### src/rtl/serv_wb_timer.sv
// serv_wb_timer: 64-bit mtime/mtimecmp timer behind a minimal Wishbone slave port.
// mtime advances once every DIV clocks. o_timer_irq is the registered result of mtime >= mtimecmp.
module serv_wb_timer #(
   parameter int unsigned DIV = 1
) (
   input  logic        clk,
   input  logic        i_rst_n,
   input  logic [31:0] i_wb_adr,
   input  logic [31:0] i_wb_dat,
   input  logic [3:0]  i_wb_sel,
   input  logic        i_wb_we,
   input  logic        i_wb_cyc,
   output logic [31:0] o_wb_rdt,
   output logic        o_wb_ack,
   output logic        o_timer_irq
);

   typedef enum logic {S_IDLE = 1'b0, S_ACK = 1'b1} state_t;

   localparam logic [7:0] PRESC_LAST = 8'(DIV - 1);

   state_t      r_state;
   state_t      w_state_next;
   logic        w_start;
   logic        w_wr;
   logic        w_tick;
   logic [1:0]  w_reg;
   logic [3:0]  w_lane_we;
   logic [7:0]  r_presc;
   logic [63:0] r_mtime;
   logic [63:0] r_mtimecmp;
   logic [63:0] w_mtime_inc;
   logic [63:0] w_mtime_next;
   logic [63:0] w_mtimecmp_next;
   logic [31:0] r_rdt;
   logic [31:0] w_rdata;
   logic        r_irq;
   logic        w_unused;

   assign w_unused = ^{i_wb_adr[31:4], i_wb_adr[1:0]};

   // A request is only accepted from IDLE, so ack can never repeat back to back.
   always_comb begin
      w_state_next = r_state;
      w_start      = 1'b0;
      case (r_state)
         S_IDLE: begin
            if (i_wb_cyc) begin
               w_state_next = S_ACK;
               w_start      = 1'b1;
            end
         end
         S_ACK:   w_state_next = S_IDLE;
         default: w_state_next = S_IDLE;
      endcase
   end

   assign w_wr        = w_start & i_wb_we;
   assign w_reg       = i_wb_adr[3:2];
   assign w_lane_we   = {4{w_wr}} & i_wb_sel;
   assign w_tick      = (r_presc == PRESC_LAST);
   assign w_mtime_inc = r_mtime + {63'd0, w_tick};

   // Written bytes override the incremented value; all other bytes keep counting.
   genvar gi;
   for (gi = 0; gi < 4; gi++) begin : g_lane
      assign w_mtime_next[8*gi +: 8] = (w_lane_we[gi] && w_reg == 2'd0) ?
                                       i_wb_dat[8*gi +: 8] : w_mtime_inc[8*gi +: 8];
      assign w_mtime_next[32+8*gi +: 8] = (w_lane_we[gi] && w_reg == 2'd1) ?
                                          i_wb_dat[8*gi +: 8] : w_mtime_inc[32+8*gi +: 8];
      assign w_mtimecmp_next[8*gi +: 8] = (w_lane_we[gi] && w_reg == 2'd2) ?
                                          i_wb_dat[8*gi +: 8] : r_mtimecmp[8*gi +: 8];
      assign w_mtimecmp_next[32+8*gi +: 8] = (w_lane_we[gi] && w_reg == 2'd3) ?
                                             i_wb_dat[8*gi +: 8] : r_mtimecmp[32+8*gi +: 8];
   end

   always_comb begin
      w_rdata = r_mtime[31:0];
      case (w_reg)
         2'd0:    w_rdata = r_mtime[31:0];
         2'd1:    w_rdata = r_mtime[63:32];
         2'd2:    w_rdata = r_mtimecmp[31:0];
         default: w_rdata = r_mtimecmp[63:32];
      endcase
   end

   always_ff @(posedge clk) begin
      if (!i_rst_n) begin
         r_state    <= S_IDLE;
         r_presc    <= 8'd0;
         r_mtime    <= 64'd0;
         r_mtimecmp <= '1;
         r_rdt      <= 32'd0;
         r_irq      <= 1'b0;
      end else begin
         r_state    <= w_state_next;
         r_presc    <= w_tick ? 8'd0 : r_presc + 8'd1;
         r_mtime    <= w_mtime_next;
         r_mtimecmp <= w_mtimecmp_next;
         if (w_start) begin
            r_rdt <= w_rdata;
         end
         r_irq <= (r_mtime >= r_mtimecmp);
      end
   end

   assign o_wb_ack    = (r_state == S_ACK);
   assign o_wb_rdt    = r_rdt;
   assign o_timer_irq = r_irq;

endmodule

### config.mk
export PLATFORM = sky130hd
export DESIGN_NAME = serv_wb_timer
export DESIGN_NICKNAME = d
export VERILOG_FILES = /design/src/rtl/serv_wb_timer.sv
export SDC_FILE = /design/constraint.sdc
export NUM_CORES = 1
export LEC_CHECK = 0
export BUFFER_PORTS_ARGS = -buffer_cell sky130_fd_sc_hd__buf_2
export CAP_MARGIN = 10
export CORE_MARGIN = 1.5
export CORE_UTILIZATION = 60
export DETAILED_ROUTE_END_ITERATION = 7
export GPL_TIMING_DRIVEN = 0
export PLACE_DENSITY = 0.86
export SYNTH_ARGS = -nofsm -noshare
export SYNTH_HDL_FRONTEND = slang
export SYNTH_SLANG_ARGS = --single-unit
### constraint.sdc
create_clock -name clk -period 5 [get_ports clk]
set_input_delay 0.5 -clock clk [delete_from_list [all_inputs] [get_ports clk]]
set_output_delay 0.5 -clock clk [all_outputs]
set_load 0.03 [all_outputs]
# --- Yosys cells after proc, flatten, opt, wreduce, memory -nomap -nowiden ---
# Index checks and enable logic that the tools add are counted.
totals:
  register_bits: 170
  output_inout_bits: 34
op_classes:
  addsub: 2
  magnitude_cmp: 1
  eq_ne: 3
  n_mux: 12
  n_bitwise: 4
  n_reduce_logical: 19
ops:
  columns: ["operator", "n"]
  rows:
  - ["32-bit case mux with 3 select lines", 1]
  - ["64-bit by 1-bit adder with 64-bit output", 1]
  - ["64-bit greater-or-equal comparator", 1]
  - ["8-bit two-way mux", 8]
  - ["1-bit logical AND", 16]
  - ["8-bit by 1-bit adder with 8-bit output, second input constant", 1]
  - ["8-bit logical NOT", 1]
  - ["4-bit AND", 1]
  - ["2-bit == test, second input constant", 2]
  - ["2-bit by 1-bit == test with 1-bit output, second input constant", 1]
  - ["2-bit logical NOT", 1]
  - ["1-bit two-way mux", 2]
  - ["1-bit NOT", 2]
  - ["1-bit case mux with 2 select lines", 1]
  - ["2-bit OR reduction", 1]
  - ["1-bit AND", 1]

# --- Logic depth before layout (Yosys ltp) ---
# Gate-level depths: netlist of the first run.
depth:
  word_depth: 6
  ltp_mapped: 13

# --- Worst setup path before layout of the first run ---
# Ideal clock, no wire load.
synth_path:
  path_type: "flip-flop to flip-flop"
  startpoint: "reg r_presc[3]"
  endpoint: "reg r_mtime[54]"
  t_arrival_ps: 2519
  t_required_ps: 4926
  path_slack_ps: 2407
  stages_incl_launch_ff: 12
  period_less_slack_ps: 2593
  cell_sequence: "dfxtp_1 nor4_1 nand3_1 inv_1 ha_1 ha_1 nand2_1 or3_4 nor3_4 nand3_2 or3_1 a31oi_1"
synth_via:
  elab_chain_len: 3
synth_rtl:
  columns: ["item", "line_no", "rtl"]
  rows:
  - ["start: declaration", "29", "logic [7:0] r_presc;"]
  - ["start signal: assignment", "97", "r_presc <= w_tick ? 8'd0 : r_presc + 8'd1;"]
  - ["8-bit logical NOT", "61", "assign w_tick = (r_presc == PRESC_LAST);"]
  - ["64-bit by 1-bit adder with 64-bit output", "62", "assign w_mtime_inc = r_mtime + {63'd0, w_tick};"]
  - ["8-bit two-way mux", "69", "assign w_mtime_next[32+8*gi +: 8] = (w_lane_we[gi] && w_reg == 2'd1) ?"]
  - ["end signal: assignment", "98", "r_mtime <= w_mtime_next;"]
  - ["end: declaration", "30", "logic [63:0] r_mtime;"]
# Every way passes these cells.
# A chain may end at the register's enable or synchronous reset.

# --- Worst setup path in the final report of the first run ---
layout_path:
  startpoint: "reg r_presc[3]"
  endpoint: "reg r_mtime[46]"
# Same word-level chain as after synthesis.

==> key figures, run 1 <==
Run status
  – Status: complete, no violations

Clock tree
  – CTS tree: built
  – CTS Sinks: 170
  – CTS Hold Bufs: 0
  – CTS root buffer: clkbuf_16
  – Clock-pin transition on the worst setup and hold timing paths: roughly 0.070 ns
  – CTS buffer count: 17
  – PostCTS Resize Cnt: 0
  – Setup bufs post-CTS: 0
  – CTS max path bufs: 2
  – H-tree Lvls: 4
  – Clock latency on the worst-skew pair: about 0.44 ns

Layout
  – Area used by multi-input combinational logic: about 0.0054 mm^2
  – Commonest non-fill, non-tap cells in the layout: 170 x dfxtp_1, 160 x nand2_1, 87 x a21oi_1, 79 x buf_2, 76 x inv_1
  – Syn-to-layout area delta: 12.87%
  – Ant. Diodes: 0
  – Seq. cell area: roughly 0.0034 mm^2
  – # fillers: roughly 1200
  – Most common cell after layout, fill and taps aside: dfxtp_1
  – Fin nets: approximately 1300
  – Share of layout cells above drive strength 1: 12.92%

Synth
  – Syn avg cell area: slightly below 9 um^2
  – Synth async-reset ratio: 0%
  – Compound-Gate Fraction of Synth Area: ~17%
  – Synth Instances: approximately 1100
  – EDFF count, synth: 0
  – Adder-Cell Fraction of Synth Area: a little under a tenth
  – Largest family of logic cells by synthesized area: simple AND/OR/NAND/NOR gates
  – Simple-gate share of the synthesized area: about 18%
  – Top_reg_cell synth: dfxtp_1
  – YS warnings: 0
  – Post-synthesis sequential area ratio: a little over a third
  – Netlist cell types: 44
  – Post-synthesis register bit count: 170
  – Net Count, Synth: 1219
  – XOR/XNOR Fraction of Synth Area: 5.917%
  – Synthesized cell area: roughly 0.0093 mm^2
  – Mux contribution to synthesized area: just under 8%

Setup path
  – R2R Setup Slk: between 1.5 and 2 ns
  – CP arrival: roughly 3.6 ns
  – R2R depth: 12
  – Critical Path RT: 5.31 ns
  – Slowest library cell on the worst path: or3_4
  – CP startpoint: r_presc[3]
  – Worst-path maximum fanout: 10
  – Crit path kind: reg -> reg
  – CP Buf/Inv Count: 2
  – Crit-path most repeated cell: ha_1
  – Crit. End Element: flop
  – Worst-path cell chain: nor4_1 -> nand3_1 -> inv_1 -> ha_1 -> ha_1 -> nand2_1 -> or3_4 -> nor3_4 -> buf_2 -> nand4_1 -> xor2_1 -> a21oi_1
  – RR Endpoint: r_mtime[46]
  – Reg-to-Reg Start: r_presc[3]
  – Family with the most delay on the worst path: simple AND/OR/NAND/NOR gates
  – Crit-path max cell delay: between 0.4 and 0.5 ns
  – CP Launch Type: flop

STA
  – RSZ-0062 raised after global routing: no
  – Final cycle utilization of the critical path: between 60% and 70%
  – # setup viols final: 0
  – Worst-margin pin slew: ~1.1 ns
  – Final Hold Fails: 0
  – Clock Skew: 0.01010 ns
  – F_max: between 300 and 400 MHz
  – Final period demand of the worst path: 3.299 ns
  – Final slew viol count: 0
  – Final worst slack: 1.701 ns
  – Total Neg Setup Slack: 0 ns
  – Rel. slew slack: between 20% and 30%

Route
  – Total iterations of the first detailed-routing run: 6
  – Routed len/inst: ~19 um
  – Final ANT Viol Nets: 0
  – Routed via count: between 8000 and 9000
  – Drt drc: 0
  – Vias per inst: 6.389
  – 1st-iter DRT viols: slightly below 1000
  – Post-Route WL: approximately 26 mm

Worst hold path
  – Hold depth: 3
  – Hold Crit Class: in -> reg
  – Hold path start: i_wb_dat[13]
  – Hold Crit Endpoint: r_mtimecmp[13]

Global route
  – Initial antenna violation count: 0
  – Global route total overflow: 0
  – First-pass GRT wire length: between 40 and 50 mm
  – Vias in the first global route: 8170
  – Gr usage total: between 30% and 40%
  – Largest net degree at the start of global routing: 17

Placed design
  – Gpl congestion: a little over 0.9
  – Pre-CTS WS: 1.788 ns
  – Post-DP HPWL: between 15 and 20 mm
  – PortBufs: 73

Floorplan
  – Starting density of the core: about three fifths
  – Core Region: about 0.015 mm^2
  – Die width: 127.7 um
  – Die Ht: 127.7 um
  – Rows: 45
  – Die area: ~0.016 mm^2
  – # IOs: roughly 110

Job
  – Maxcap violations: 0

Power
  – Peak VDD IR: roughly 0.26 mV
  – Power per cell area: about 300 mW/mm^2
  – Leak: ~4.7 nW
report_power, final:
part / total [mW] / leakage [nW] / internal (mW) / switching [mW]
combinational: 0.289 / 3.03 / 0.101 / 0.188
sequential: 1.42 / 1.38 / 1.39 / 0.0321
clock: 1.35 / 0.286 / 0.760 / 0.594
total: 3.07 / 4.69 / 2.25 / 0.814
worst max path at each step:
| stage | cells past startpoint | endpoint | slack (ns) |
|---|---|---|---|
| detailed placement | 12 | r_mtime[46] | 1.79 |
| CTS | 12 | r_mtime[46] | 1.70 |
| floorplan | 11 | r_mtime[54] | 2.41 |
| global placement | 12 | r_mtime[58] | 1.85 |
| global route | 12 | r_mtime[46] | 1.62 |
| finish | 12 | r_mtime[46] | 1.70 |
cells in the mapped netlist, types with 2 or more instances:
library cell    n  area (um^2)
or3_1           6        37.54
xor2_1         46        402.9
nand2b_1        5        31.28
a211oi_1       24        180.2
nor2_1         56        210.2
mux2i_1         2        20.02
nor2b_1         3        18.77
nand4_1        34        212.7
and2_1          3        18.77
nand2_1       160        600.6
nand4b_1        2        17.52
a21oi_1        87        435.4
dfxtp_1       170         3403
nand3_1        44        220.2
and3_1         15        93.84
inv_1          76        285.3
o22ai_1         2        12.51
nor4_1          7        43.79
buf_2           6        30.03
o21ai_0        56        280.3
clkbuf_1       44        165.2
xnor2_1        17        148.9
a31oi_1         5        31.28
o211ai_1       67        503.0
a21o_1         10        75.07
mux4_2         32        720.7
ha_1           68        850.8
nor3_4          2        32.53
buf_1           4        15.01
and4_1          7        61.31
nor3_1          6        30.03
cells by family (layout without fill, tap and decap cells):
logic type / after synthesis / count (layout)
simple gates: 358 / 358
xor+xnor: 63 / 63
buf+inv: 131 / 236
flops: 170 / 170
compound gates: 255 / 255
mux: 34 / 34
fa+ha+maj: 68 / 68
metal layers:
metal  GRT usage, %  vias up  routed length, um
li1               -     4059                  -
met3          5.927      100               1989
met1          41.37     4162              10460
met2          54.44      445              12400
met4          18.18        0               1264
met5              0        -                  0
worst reg2reg max path, cell delays in order (launching register included):
cell     delay (ns)
dfxtp_1        0.34
nor4_1         0.32
nand3_1        0.17
inv_1          0.09
ha_1           0.18
ha_1           0.22
nand2_1        0.19
or3_4          0.46
nor3_4         0.39
buf_2          0.36
nand4_1        0.17
xor2_1         0.19
a21oi_1        0.09
area by class of cell:
cell class	count	share of cell area (%)
clock inverter	14	1.522
timing repair buffer	73	3.471
tap	188	2.235
inverter	76	2.710
clock buffer	18	4.173
sequential	170	32.33
buffer	55	2.104
multi-input combinational	778	51.45
stage by stage:
stage                     utilization, %  hold WS [ns]  instance area [um^2]  cells  total power [mW]
after detailed placement           65.29        0.4443                  9926   1340             1.737
after floorplan                        -        0.4492                  9325   1079             1.631
after global routing               69.23        0.3522                 10530   1372             3.149
final                              69.23        0.3419                 10530   1372             3.068
after CTS                          69.23        0.3396                 10530   1372             3.064
after global placement             65.29        0.4397                  9926   1340             1.729
flip-flops by register name, summed over array words and instances (netlist names):
name / count
o_wb_rdt: 32
r_mtime: 64
o_timer_irq: 1
o_wb_ack: 1
r_presc: 8
r_mtimecmp: 64
(Power assumes the default switching activity.)
==> run 2: changes to the inputs <==
--- a/config.mk
+++ b/config.mk
@@ -8,10 +8,10 @@
 export BUFFER_PORTS_ARGS = -buffer_cell sky130_fd_sc_hd__buf_2
 export CAP_MARGIN = 10
 export CORE_MARGIN = 1.5
-export CORE_UTILIZATION = 60
+export CORE_UTILIZATION = 59
 export DETAILED_ROUTE_END_ITERATION = 7
 export GPL_TIMING_DRIVEN = 0
-export PLACE_DENSITY = 0.86
+export PLACE_DENSITY = 0.84
 export SYNTH_ARGS = -nofsm -noshare
 export SYNTH_HDL_FRONTEND = slang
 export SYNTH_SLANG_ARGS = --single-unit
==> constraint.sdc (replaced) <==
create_clock -name clk -period 3.3 [get_ports clk]
set_input_delay 0.33 -clock clk [delete_from_list [all_inputs] [get_ports clk]]
set_output_delay 0.33 -clock clk [all_outputs]
set_load 0.03 [all_outputs]
==> run 2 against run 1 <==
Net effect: total power up 56%; sequential share of layout area is 0.28 points lower; highest routed layer unchanged; first-iteration DRC count down 13%; clock skew is 0.0012 ns lower; cell area increased by 0.88%; die area is 1.7% higher; sequential power is 52% higher; cell count rose by 1.9%.
==> key figures, run 2 (synthesis results as in run 1) <==
Placed design
  – PortBufs: 73
  – DP Cell Count: approximately 1400
  – Gpl congestion: between 0.9 and 1
  – Post-DP HPWL: 19.60 mm

Global route
  – Global route total overflow: 0
  – Largest net degree at the start of global routing: 17
  – Vias in the first global route: 8196
  – First-pass GRT wire length: a little over 40 mm
  – Gr usage total: roughly a third
  – Initial antenna violation count: 0

Route
  – Routed via count: about 8700
  – Final ANT Viol Nets: 0
  – Total iterations of the first detailed-routing run: 6
  – Post-Route WL: roughly 26 mm
  – Routed len/inst: around 19 um
  – 1st-iter DRT viols: ~860
  – Vias per inst: between 6 and 7
  – Drt drc: 0

Clock tree
  – CTS Sinks: 170
  – Clock latency on the worst-skew pair: ~0.44 ns
  – CTS Hold Bufs: 0
  – CTS max path bufs: 2
  – H-tree Lvls: 4
  – CTS tree: built
  – Clock-pin transition on the worst setup and hold timing paths: about 0.07 ns
  – CTS root buffer: clkbuf_16
  – CTS buffer count: 17

STA
  – RSZ-0062 raised after global routing: no
  – Final Hold Fails: 0
  – Rel. slew slack: between 30 and 40%
  – # setup viols final: 0
  – Hold Slack: 0.1742 ns
  – Worst-margin pin slew: about 1 ns
  – Total Neg Setup Slack: 0 ns
  – Final cycle utilization of the critical path: 93.44%
  – Final period demand of the worst path: between 3 and 4 ns
  – Clock Skew: just under 0.009 ns
  – Final slew viol count: 0
  – F_max: 324.3 MHz

Worst hold path
  – Hold Crit Class: in -> reg
  – Hold path start: i_wb_dat[9]

Floorplan
  – # IOs: ~110
  – Die width: 128.7 um
  – Core Region: about 0.015 mm^2
  – Starting density of the core: between 60% and 70%
  – Rows: 45
  – Die area: approximately 0.017 mm^2
  – Die Ht: between 100 and 150 um

Job
  – Maxcap violations: 0

Setup path
  – CP startpoint: r_presc[3]
  – CP arrival: ~3.5 ns
  – Crit path kind: reg -> reg
  – Worst-path maximum fanout: 5
  – Crit. End Element: flop
  – Critical Path RT: 3.67 ns
  – Reg-to-Reg Start: r_presc[3]
  – CP Launch Type: flop

Power
  – Leak: 4.722 nW
  – Power Total: ~4.8 mW
  – Power per cell area: ~450 mW/mm^2
  – Peak VDD IR: between 0.3 and 0.4 mV

Run status
  – Status: complete, no violations

Layout
  – Ant. Diodes: 0
  – Fin nets: approximately 1300
  – Layout Cells excl Fill: 1398
  – Most common cell after layout, fill and taps aside: dfxtp_1
  – Post-layout util: about 69%
  – Share of layout cells above drive strength 1: around an eighth
  – Commonest non-fill, non-tap cells in the layout: 170 x dfxtp_1, 160 x nand2_1, 87 x a21oi_1, 78 x buf_2, 76 x inv_1
  – # fillers: roughly 1300
  – Syn-to-layout area delta: 13.86%
[run 2: report_power, final]
group	internal, mW	switching, mW	total (mW)
clock	1.33	0.851	2.18
sequential	2.11	0.0485	2.16
combinational	0.153	0.284	0.437
total	3.59	1.18	4.78
[run 2: area by class of cell]
type,instances,area (um^2),area share [%]
Tap cell,211,264.0,2.486
Buffer,55,224.0,2.109
Multi-Input combinational cell,778,5415,51.00
Clock buffer,22,474.2,4.466
Inverter,76,285.3,2.687
Timing Repair Buffer,76,387.9,3.653
Sequential cell,170,3403,32.05
Clock inverter,10,163.9,1.544
[run 2: worst paths after layout]
check | endpoint | slack, ns | depth (start not counted)
hold / removal | r_mtimecmp[41] | 0.17 | 3
setup / recovery | r_mtime[34] | 0.22 | 12
setup reg to reg | r_mtime[34] | 0.22 | 12
hold reg to reg | o_wb_rdt[4] | 0.45 | 2
[run 2: through the flow]
stage,cell area [um^2],worst slack [ns]
after global routing,10620,0.03815
final,10620,0.2165
after detailed placement,9955,0.1011
after floorplan,9325,0.7073
after CTS,10590,0.06802
after global placement,9955,0.1382
[run 2: worst max-delay path, stage by stage (launching register included)]
cell     delay (ns)
dfxtp_1        0.34
nor4_1         0.29
nand3_1        0.16
inv_1          0.09
ha_1           0.21
ha_1           0.24
nand2_1        0.19
or3_4          0.46
nor3_4         0.25
buf_4          0.19
nand3_1        0.11
or3_1          0.33
a31oi_1        0.15
[run 2: repair_timing]
item	4_1_cts	5_1_grt
buffers inserted	0	3
setup endpoints to repair	0	12
gates resized for setup	0	1
[run 2: layer usage]
layer  share of wire (%)  global-route usage [%]  vias up
met5                   0                       0        -
met4                 3.8                   14.87        0
met3                 8.2                   7.360       78
met2                  48                   54.61      406
met1                  40                   39.86     4118
li1                    -                       -     4053
==> run 3: changes to the inputs <==
--- a/config.mk
+++ b/config.mk
@@ -8,10 +8,11 @@
 export BUFFER_PORTS_ARGS = -buffer_cell sky130_fd_sc_hd__buf_2
 export CAP_MARGIN = 10
 export CORE_MARGIN = 1.5
-export CORE_UTILIZATION = 59
+export CORE_UTILIZATION = 60
+export CTS_BUF_LIST = sky130_fd_sc_hd__clkbuf_8
 export DETAILED_ROUTE_END_ITERATION = 7
 export GPL_TIMING_DRIVEN = 0
-export PLACE_DENSITY = 0.84
+export PLACE_DENSITY = 0.86
 export SYNTH_ARGS = -nofsm -noshare
 export SYNTH_HDL_FRONTEND = slang
 export SYNTH_SLANG_ARGS = --single-unit
==> run 3 against run 2 <==
Net effect: clock-buffer cell count decreased by 4; core utilization decreased by 1.3 points; cell count decreased by 1.9%; setup slack got worse by 0.089 ns; clock power decreased by 29%; non-clock buffer count decreased by 3; highest routed layer unchanged; largest cell class unchanged; via count increased by 0.38%; first-iteration DRC count decreased by 2.0%.
==> key figures, run 3 (synthesis results as in run 1) <==
Power
  – Peak VDD IR: about 0.29 mV
  – Power per cell area: 400.7 mW/mm^2
  – Power Total: 4.142 mW
  – Leak: 4.605 nW

Clock tree
  – CTS buffer count: 17
  – H-tree Lvls: 4
  – CTS Sinks: between 150 and 200
  – Clock-pin transition on the worst setup and hold timing paths: roughly 0.10 ns
  – CTS Hold Bufs: 0
  – CTS tree: built
  – Clock latency on the worst-skew pair: 0.49 ns
  – CTS root buffer: clkbuf_8
  – CTS max path bufs: 2

Floorplan
  – Die Ht: 127.7 um
  – Starting density of the core: around three fifths
  – Die width: ~130 um
  – Die area: 0.01630 mm^2
  – Rows: 45
  – # IOs: between 100 and 150
  – Core Region: 0.01520 mm^2

Route
  – Total iterations of the first detailed-routing run: 5
  – Drt drc: 0
  – 1st-iter DRT viols: 839
  – Vias per inst: 6.332
  – Routed len/inst: ~19 um
  – Final ANT Viol Nets: 0
  – Routed via count: just under 9000
  – Post-Route WL: 25.80 mm

Setup path
  – Reg-to-Reg Start: r_presc[3]
  – Critical Path RT: 3.73 ns
  – Crit-path most repeated cell: ha_1
  – RR Endpoint: r_mtime[46]
  – Crit. End Element: flop
  – CP Launch Type: flop
  – Crit path kind: reg -> reg
  – Worst-path maximum fanout: 10
  – CP arrival: 3.60 ns
  – Slowest library cell on the worst path: or3_4
  – Crit-path max cell delay: between 0.4 and 0.5 ns
  – Worst-path cell chain: nor4_1 -> nand3_1 -> inv_1 -> ha_1 -> ha_1 -> nand2_1 -> or3_4 -> nor3_4 -> clkbuf_4 -> nand4_1 -> xor2_1 -> a21oi_1
  – R2R depth: 12
  – R2R Setup Slk: approximately 0.13 ns

STA
  – Clock Skew: roughly 0.017 ns
  – # setup viols final: 0
  – F_max: between 300 and 400 MHz
  – RSZ-0062 raised after global routing: no
  – Worst-margin pin slew: about 1.0 ns
  – Final worst slack: ~0.13 ns
  – Final slew viol count: 0
  – Rel. slew slack: just under 30%
  – Hold Slack: about 0.12 ns
  – Final cycle utilization of the critical path: 96.14%
  – Final Hold Fails: 0
  – Final period demand of the worst path: about 3.2 ns
  – Total Neg Setup Slack: 0 ns

Layout
  – Share of layout cells above drive strength 1: 12.92%
  – Ant. Diodes: 0
  – Post-layout util: about two thirds
  – Fin nets: about 1300
  – Commonest non-fill, non-tap cells in the layout: 170 x dfxtp_1, 160 x nand2_1, 87 x a21oi_1, 78 x buf_2, 76 x inv_1
  – Most common cell after layout, fill and taps aside: dfxtp_1
  – Syn-to-layout area delta: 10.84%

Placed design
  – PortBufs: 73
  – Gpl congestion: 0.9268
  – Pre-CTS WS: ~0.088 ns
  – Post-DP HPWL: 19.50 mm

Worst hold path
  – Hold Crit Class: in -> reg
  – Hold path start: i_wb_dat[10]
  – Hold Crit Endpoint: r_mtimecmp[10]
  – Hold depth: 3

Global route
  – Global route total overflow: 0
  – First-pass GRT wire length: 40.99 mm
  – Vias in the first global route: slightly above 8000
  – Initial antenna violation count: 0
  – Gr usage total: between 30 and 40%
  – Largest net degree at the start of global routing: 17

Job
  – Maxcap violations: 0

Run status
  – Status: complete, no violations
-- run 3: power by group --
part / switching [mW] / total (mW) / internal [mW] / leakage [nW]
sequential: 0.0483 / 2.16 / 2.11 / 1.38
clock: 0.838 / 1.55 / 0.709 / 0.199
combinational: 0.285 / 0.438 / 0.153 / 3.02
total: 1.17 / 4.14 / 2.97 / 4.61
-- run 3: worst max-delay path, delay by kind of cell (launching register included) --
| family | cells | cell delay (ns) |
|---|---|---|
| flip-flops | 1 | 0.35 |
| XOR/XNOR | 1 | 0.17 |
| buffers and inverters | 2 | 0.42 |
| AO/OA/AOI/OAI | 1 | 0.15 |
| AND/OR/NAND/NOR | 6 | 1.62 |
| adder cells (fa/ha/maj) | 2 | 0.40 |
-- run 3: layer usage --
layer	up-vias	track usage (%)	share of wire (%)
met1	4104	40.98	40
met4	0	16.85	4.8
met5	-	0	0
li1	4046	-	-
met3	100	6.427	8.2
met2	438	53.32	47
-- run 3: cell type report --
| type | count | area [um^2] |
|---|---|---|
| Timing Repair Buffer | 73 | 365.4 |
| Tap cell | 188 | 235.2 |
| Clock inverter | 14 | 160.2 |
| Multi-Input combinational cell | 778 | 5415 |
| Buffer | 55 | 224.0 |
| Inverter | 76 | 285.3 |
| Sequential cell | 170 | 3403 |
| Fill cell | 1253 | 4866 |
| Clock buffer | 18 | 247.7 |
-- run 3: worst max path at each step --
stage	start	endpoint	slack, ns	cells after the start
final	r_presc[3]	r_mtime[46]	0.13	12
after CTS	r_presc[3]	r_mtime[46]	0.03	12
after detailed placement	r_presc[3]	r_mtime[46]	0.09	12
after global routing	r_presc[3]	r_mtime[54]	0.03	11
after floorplan	r_presc[3]	r_mtime[54]	0.71	11
after global placement	r_presc[3]	r_mtime[58]	0.15	12
-- run 3: stage by stage --
step | area [um^2] | std cells
detailed placement | 9926 | 1340
global placement | 9926 | 1340
finish | 10340 | 1372
floorplan | 9325 | 1079
CTS | 10330 | 1372
global route | 10340 | 1372
-- run 3: repair_timing --
item,CTS,global route
buffers inserted,0,0
endpoints found under the setup margin,0,9
gates resized for setup,0,1
